File: config.mk
export PLATFORM = sky130hd
export DESIGN_NAME = score_keeper_flat
export DESIGN_NICKNAME = d
export VERILOG_FILES = /design/src/rtl/score_keeper_if.sv /design/src/rtl/score_keeper.sv /design/src/flat_wrapper.sv
export SDC_FILE = /design/constraint.sdc
export NUM_CORES = 1
export LEC_CHECK = 0
export ABC_AREA = 1
export CELL_PAD_IN_SITES_DETAIL_PLACEMENT = 2
export CELL_PAD_IN_SITES_GLOBAL_PLACEMENT = 2
export CORE_MARGIN = 4
export CORE_UTILIZATION = 32
export CTS_CLUSTER_SIZE = 40
export DETAILED_ROUTE_END_ITERATION = 12
export GPL_ROUTABILITY_DRIVEN = 0
export HOLD_SLACK_MARGIN = 0.03
export PLACE_DENSITY_LB_ADDON = 0.1
export SLEW_MARGIN = 20
export SYNTH_ARGS = -nofsm -noshare
export SYNTH_HDL_FRONTEND = slang
export SYNTH_SLANG_ARGS = --single-unit
File: constraint.sdc
create_clock -name clk -period 3.2 [get_ports clk]
set_input_delay 0.64 -clock clk [delete_from_list [all_inputs] [get_ports clk]]
set_output_delay 0.64 -clock clk [all_outputs]
set_load 0.01 [all_outputs]
File: src/rtl/score_keeper_if.sv
// Player-event and game-status bundle between the input decoder / VGA side
// and the score_keeper engine.
interface score_keeper_if;
  logic        btn_start;
  logic        hit_valid;
  logic        hit_correct;
  logic        tick;
  logic        ingame;
  logic [31:0] score;
  logic [3:0]  lives;
  logic [15:0] time_left;
  logic        game_won;
  logic        game_lost;

  modport slave (
    input  btn_start, hit_valid, hit_correct, tick,
    output ingame, score, lives, time_left, game_won, game_lost
  );

  modport master (
    output btn_start, hit_valid, hit_correct, tick,
    input  ingame, score, lives, time_left, game_won, game_lost
  );
endinterface

File: src/rtl/score_keeper.sv
// Round state machine with saturating score, life counter and countdown timer.
// Feeds the ingame/score view of the VGA tile-reveal display.
module score_keeper #(
  parameter int unsigned MAX_SCORE   = 12,
  parameter int unsigned LIVES       = 3,
  parameter int unsigned ROUND_TICKS = 600
) (
  input  logic           clk,
  input  logic           reset,
  score_keeper_if.slave  bus
);

  typedef enum logic [1:0] {S_IDLE, S_PLAY, S_WIN, S_LOSE} state_e;

  localparam logic [31:0] SCORE_MAX  = 32'(MAX_SCORE);
  localparam logic [3:0]  LIVES_INIT = 4'(LIVES);
  localparam logic [15:0] TICKS_INIT = 16'(ROUND_TICKS);

  state_e      state_q, state_d;
  logic        sync1_q, sync1_d;
  logic        sync2_q, sync2_d;
  logic        btn_prev_q, btn_prev_d;
  logic        start_p_q, start_p_d;
  logic [31:0] score_q, score_d;
  logic [3:0]  lives_q, lives_d;
  logic [15:0] time_left_q, time_left_d;

  logic hit, miss;
  assign hit  = bus.hit_valid &  bus.hit_correct;
  assign miss = bus.hit_valid & ~bus.hit_correct;

  // Button synchroniser plus registered rising-edge detect: one pulse per press.
  always_comb begin
    sync1_d    = bus.btn_start;
    sync2_d    = sync1_q;
    btn_prev_d = sync2_q;
    start_p_d  = sync2_q & ~btn_prev_q;
  end

  // Counter datapath. Events only count in PLAY; a start pulse outside PLAY
  // reloads the round and swallows any same-cycle hit.
  always_comb begin
    // NOTE: every always_comb output gets a default first so no path can infer a latch.
    score_d     = score_q;
    lives_d     = lives_q;
    time_left_d = time_left_q;
    if (state_q == S_PLAY) begin
      if (hit && (score_q < SCORE_MAX))    score_d     = score_q + 32'd1;
      if (miss && (lives_q != 4'd0))       lives_d     = lives_q - 4'd1;
      if (bus.tick && (time_left_q != '0)) time_left_d = time_left_q - 16'd1;
    end else if (start_p_q) begin
      score_d     = '0;
      lives_d     = LIVES_INIT;
      time_left_d = TICKS_INIT;
    end
  end

  // Next-state: a winning hit beats a simultaneous miss or timeout.
  always_comb begin
    state_d = state_q;
    unique case (state_q)
      S_PLAY: begin
        if (score_d == SCORE_MAX)                            state_d = S_WIN;
        else if ((lives_d == 4'd0) || (time_left_d == '0))   state_d = S_LOSE;
      end
      S_IDLE, S_WIN, S_LOSE: begin
        if (start_p_q) state_d = S_PLAY;
      end
      default: state_d = S_IDLE;
    endcase
  end

  always_ff @(posedge clk or negedge reset) begin
    if (!reset) begin
      state_q     <= S_IDLE;
      sync1_q     <= 1'b0;
      sync2_q     <= 1'b0;
      btn_prev_q  <= 1'b0;
      start_p_q   <= 1'b0;
      score_q     <= '0;
      lives_q     <= LIVES_INIT;
      time_left_q <= TICKS_INIT;
    end else begin
      // NOTE: non-blocking assignments so every flop samples pre-edge values.
      state_q     <= state_d;
      sync1_q     <= sync1_d;
      sync2_q     <= sync2_d;
      btn_prev_q  <= btn_prev_d;
      start_p_q   <= start_p_d;
      score_q     <= score_d;
      lives_q     <= lives_d;
      time_left_q <= time_left_d;
    end
  end

  // Status flags are pure decodes of the registered state.
  always_comb begin
    bus.ingame    = (state_q == S_PLAY);
    bus.game_won  = (state_q == S_WIN);
    bus.game_lost = (state_q == S_LOSE);
    bus.score     = score_q;
    bus.lives     = lives_q;
    bus.time_left = time_left_q;
  end

endmodule

File: src/flat_wrapper.sv
// flat-port wrapper written by rule: the top's interface ports become plain ports
module score_keeper_flat 
#(
  parameter int unsigned MAX_SCORE   = 12,
  parameter int unsigned LIVES       = 3,
  parameter int unsigned ROUND_TICKS = 600
)
  (clk, reset, bus_btn_start, bus_hit_valid, bus_hit_correct, bus_tick, bus_ingame, bus_score, bus_lives, bus_time_left, bus_game_won, bus_game_lost);
  score_keeper_if bus_i ();
  input  logic clk;
  input  logic reset;
  input wire logic [$bits(bus_i.btn_start)-1:0] bus_btn_start;
  input wire logic [$bits(bus_i.hit_valid)-1:0] bus_hit_valid;
  input wire logic [$bits(bus_i.hit_correct)-1:0] bus_hit_correct;
  input wire logic [$bits(bus_i.tick)-1:0] bus_tick;
  output wire logic [$bits(bus_i.ingame)-1:0] bus_ingame;
  output wire logic [$bits(bus_i.score)-1:0] bus_score;
  output wire logic [$bits(bus_i.lives)-1:0] bus_lives;
  output wire logic [$bits(bus_i.time_left)-1:0] bus_time_left;
  output wire logic [$bits(bus_i.game_won)-1:0] bus_game_won;
  output wire logic [$bits(bus_i.game_lost)-1:0] bus_game_lost;
  assign bus_i.btn_start = bus_btn_start;
  assign bus_i.hit_valid = bus_hit_valid;
  assign bus_i.hit_correct = bus_hit_correct;
  assign bus_i.tick = bus_tick;
  assign bus_ingame = bus_i.ingame;
  assign bus_score = bus_i.score;
  assign bus_lives = bus_i.lives;
  assign bus_time_left = bus_i.time_left;
  assign bus_game_won = bus_i.game_won;
  assign bus_game_lost = bus_i.game_lost;
  score_keeper #(.MAX_SCORE(MAX_SCORE), .LIVES(LIVES), .ROUND_TICKS(ROUND_TICKS)) u_core (.clk(clk), .reset(reset), .bus(bus_i));
endmodule
==> impl_metrics.py <==
metrics = {
    "status": {
        "status": "finished clean",
    },
    "power": {
        "clockPowerShare_pct": 33.4,
        "p_switching_mw": 0.8693,
        "pwr-share-seq_pct": 36.4,
        "power.internal_mw": 1.645,
        "cellPowerDensity_nw_per_um2": 606.2,
        "power.static_leakage_nw": 1.935,
        "comb_power_share_pct": 30.2,
        "switching_share_pct": 34.57,
        "irDropWorstVdd_mv": 0.2477,
    },
    "die": {
        "die_y_um": 107.8,
        "die_x_um": 107.8,
        "start_util_pct": 32.74,
        "die_area_um2": 11620,
        "coreArea_um2": 9729,
        "num_io_pins": 61,
        "rows": 36,
    },
    "worst_setup_path": {
        "critPathLaunchType": "register",
        "timing.rr.start": "u_core.state_q[1]$_DFFE_PN0P_",
        "critPathMaxFanout": 23,
        "worstSetupPathType": "reg2reg",
        "crit_path_end_kind": "register",
        "rr_endpoint": "u_core.state_q[0]$_DFFE_PN0P_",
        "critical_path_arrival_ns": 2.68,
        "cp_data_required_time_ns": 3.43,
        "rr_worst_depth": 14,
        "ff2ff_setup_slack_ns": 0.75,
    },
    "synthesis": {
        "yosysWarnings": 0,
        "seq_area_frac_synth_pct": 45.80,
        "synth_area_per_cell_um2": 7.585,
        "syn_inst": 420,
        "synth-seq-cells": 58,
        "synth_cell_type_count": 36,
        "synth_fp_nets": 430,
        "synth_fa_ha_area_share_pct": 1.571,
        "async_reset_ff_share_pct": 100.0,
        "synth_top_family_by_area": "simple AND/OR/NAND/NOR gates",
        "synth_xor_area_share_pct": 0,
        "synthSimpleGateAreaFrac_pct": 36.96,
        "syn-cell-area_um2": 3186,
        "synth-edff-count": 0,
        "synth_flop_cell": "dfrtp_1",
        "synth_compound_area_share_pct": 4.713,
        "muxShareOfSynthArea_pct": 0,
    },
    "cells_and_area": {
        "multi_input_area_um2": 1378,
        "layout_common_cells": "98 x nor2_1, 87 x nand2_1, 68 x inv_1",
        "diodes": 0,
        "layout-drive-gt1-share_pct": 11.00,
        "syn_to_final_growth_pct": 30.20,
        "final_common_cell": "nor2_1",
        "nets": 497,
        "fill_cells": 1173,
        "ff_latch_area_um2": 1459,
    },
    "sta": {
        "setup_ws_ns": 0.7452,
        "rsz0062_at_grt": "no",
        "fin_skew_ns": 0.01086,
        "finalSetupViolations": 0,
        "fmax_mhz": 407.4,
        "hold_ws_ns": 0.1755,
        "slew_viol_final": 0,
        "tns_ns": 0,
        "min_period_ns": 2.455,
        "worst_pin_slew_ns": 0.4926,
        "finalCritPeriodShare_pct": 76.71,
        "relSlewSlack_pct": 66.86,
        "hold_violations": 0,
    },
    "cts": {
        "path_clk_slew_ns": 0.06,
        "post_cts_buffers": 0,
        "cts_sinks": 58,
        "cts_buffers": 9,
        "cts_max_level": 3,
        "root_buffer": "clkbuf_8",
        "cts.hold.buffers_added": 0,
        "ctsLongestPathBuffers": 2,
        "clk_latency_ns": 0.34,
        "cts_resized": 0,
        "cts_tree": "built",
    },
    "route": {
        "vias": 3015,
        "wl_um": 10450,
        "dr.pass1.iters": 5,
        "drt_iter0_markers": 49,
        "drc_errors": 0,
        "post_drt_via_cell_ratio": 4.832,
        "avgRoutedWirePerCell_um": 16.74,
        "postRouteAntennaNets": 0,
    },
    "global_routing": {
        "antenna_found_initial": 0,
        "grt_first_pass_wirelength_um": 17580,
        "grt_usage_pct": 19.72,
        "grt-ovfl-total": 0,
        "grt_max_degree": 30,
        "grt_pass1_vias": 3410,
    },
    "min_path": {
        "hold_class": "in2async",
    },
    "placed_design": {
        "dp_hpwl_um": 8206,
        "io_buffers": 60,
        "preCtsSetupSlack_ns": 0.4052,
    },
    "flow_run": {
        "drv_cap": 0,
    },
}
-- cell families (layout without fill, tap and decap cells) --
| group | count (synthesis) | after routing |
|---|---|---|
| buf+inv | 81 | 152 |
| simple gates | 254 | 254 |
| compound gates | 23 | 23 |
| fa+ha+maj | 4 | 4 |
| flops | 58 | 58 |
-- through the flow --
| stage | util, % | instance area [um2] | power [mW] | instances |
|---|---|---|---|---|
| 3_5_place_dp | 40.16 | 3908 | 1.707 | 609 |
| 2_1_floorplan | - | 3186 | 1.396 | 420 |
| 6_report | 42.63 | 4148 | 2.514 | 624 |
| 4_1_cts | 42.63 | 4148 | 2.555 | 624 |
| 5_1_grt | 42.63 | 4148 | 2.680 | 624 |
| 3_3_place_gp | 40.16 | 3908 | 1.673 | 609 |
-- sequential cells by signal (all words and copies together), names as in the netlist --
name and flops:
u_core.btn_prev_d 1, u_core.btn_prev_q 1, u_core.bus.lives 4, u_core.bus.score 32, u_core.bus.time_left 16, u_core.start_p_q 1, u_core.state_q 2, u_core.sync1_q 1
-- cell usage after synthesis (5+ instances only) --
cell type	number	share of area (%)
nor2_1	98	12
nor2_2	6	1.2
o21ai_1	5	0.79
o21ai_0	6	0.94
inv_1	68	8.0
nand3_1	23	3.6
nand2_1	87	10
dfrtp_1	52	41
a41oi_1	8	2.2
nand4_1	12	2.4
dfstp_2	6	4.9
nand2_2	5	0.98
-- critical path: stages, from the launching register on --
cell	delay (ns)
dfrtp_1	0.39
inv_1	0.10
nand2_4	0.16
inv_6	0.10
nor2_4	0.40
buf_4	0.35
nor2_1	0.09
nor2_1	0.12
nand4_1	0.11
nor2_1	0.13
nand2_1	0.11
nand3_2	0.11
nand2_2	0.06
nand2_1	0.06
nand2_1	0.05
-- per-layer routing --
layer  part of all wire [%]  track usage (%)
met5                      0                0
met4                    1.0            4.418
met3                    2.8            4.679
met2                     55            37.57
met1                     41            21.97
-- how the worst max path moves through the flow --
stage	start	to	cells past startpoint
after floorplan	bus_tick	u_core.state_q[0]$_DFFE_PN0P_	13
after global placement	bus_hit_correct	u_core.state_q[0]$_DFFE_PN0P_	16
after detailed placement	bus_hit_correct	u_core.state_q[0]$_DFFE_PN0P_	16
after CTS	u_core.state_q[1]$_DFFE_PN0P_	u_core.state_q[0]$_DFFE_PN0P_	15
after global routing	u_core.state_q[1]$_DFFE_PN0P_	u_core.state_q[0]$_DFFE_PN0P_	14
final	u_core.state_q[1]$_DFFE_PN0P_	u_core.state_q[0]$_DFFE_PN0P_	14
-- power groups by stage --
stage / sequential (mW) / combinational (mW) / clock (mW)
after floorplan: 0.928 / 0.468 / 0
after global placement: 0.924 / 0.749 / 0
after detailed placement: 0.929 / 0.778 / 0
after CTS: 0.917 / 0.779 / 0.859
after global routing: 0.931 / 0.851 / 0.899
final: 0.915 / 0.758 / 0.841
-- area by class of cell --
type,count,area share [%]
Multi-Input combinational cell,281,33.21
Tap cell,133,4.012
Clock buffer,10,3.318
Clock inverter,5,2.474
Timing Repair Buffer,64,15.08
Sequential cell,58,35.17
Inverter,73,6.727
No activity file was read; power rests on OpenSTA's default activity.
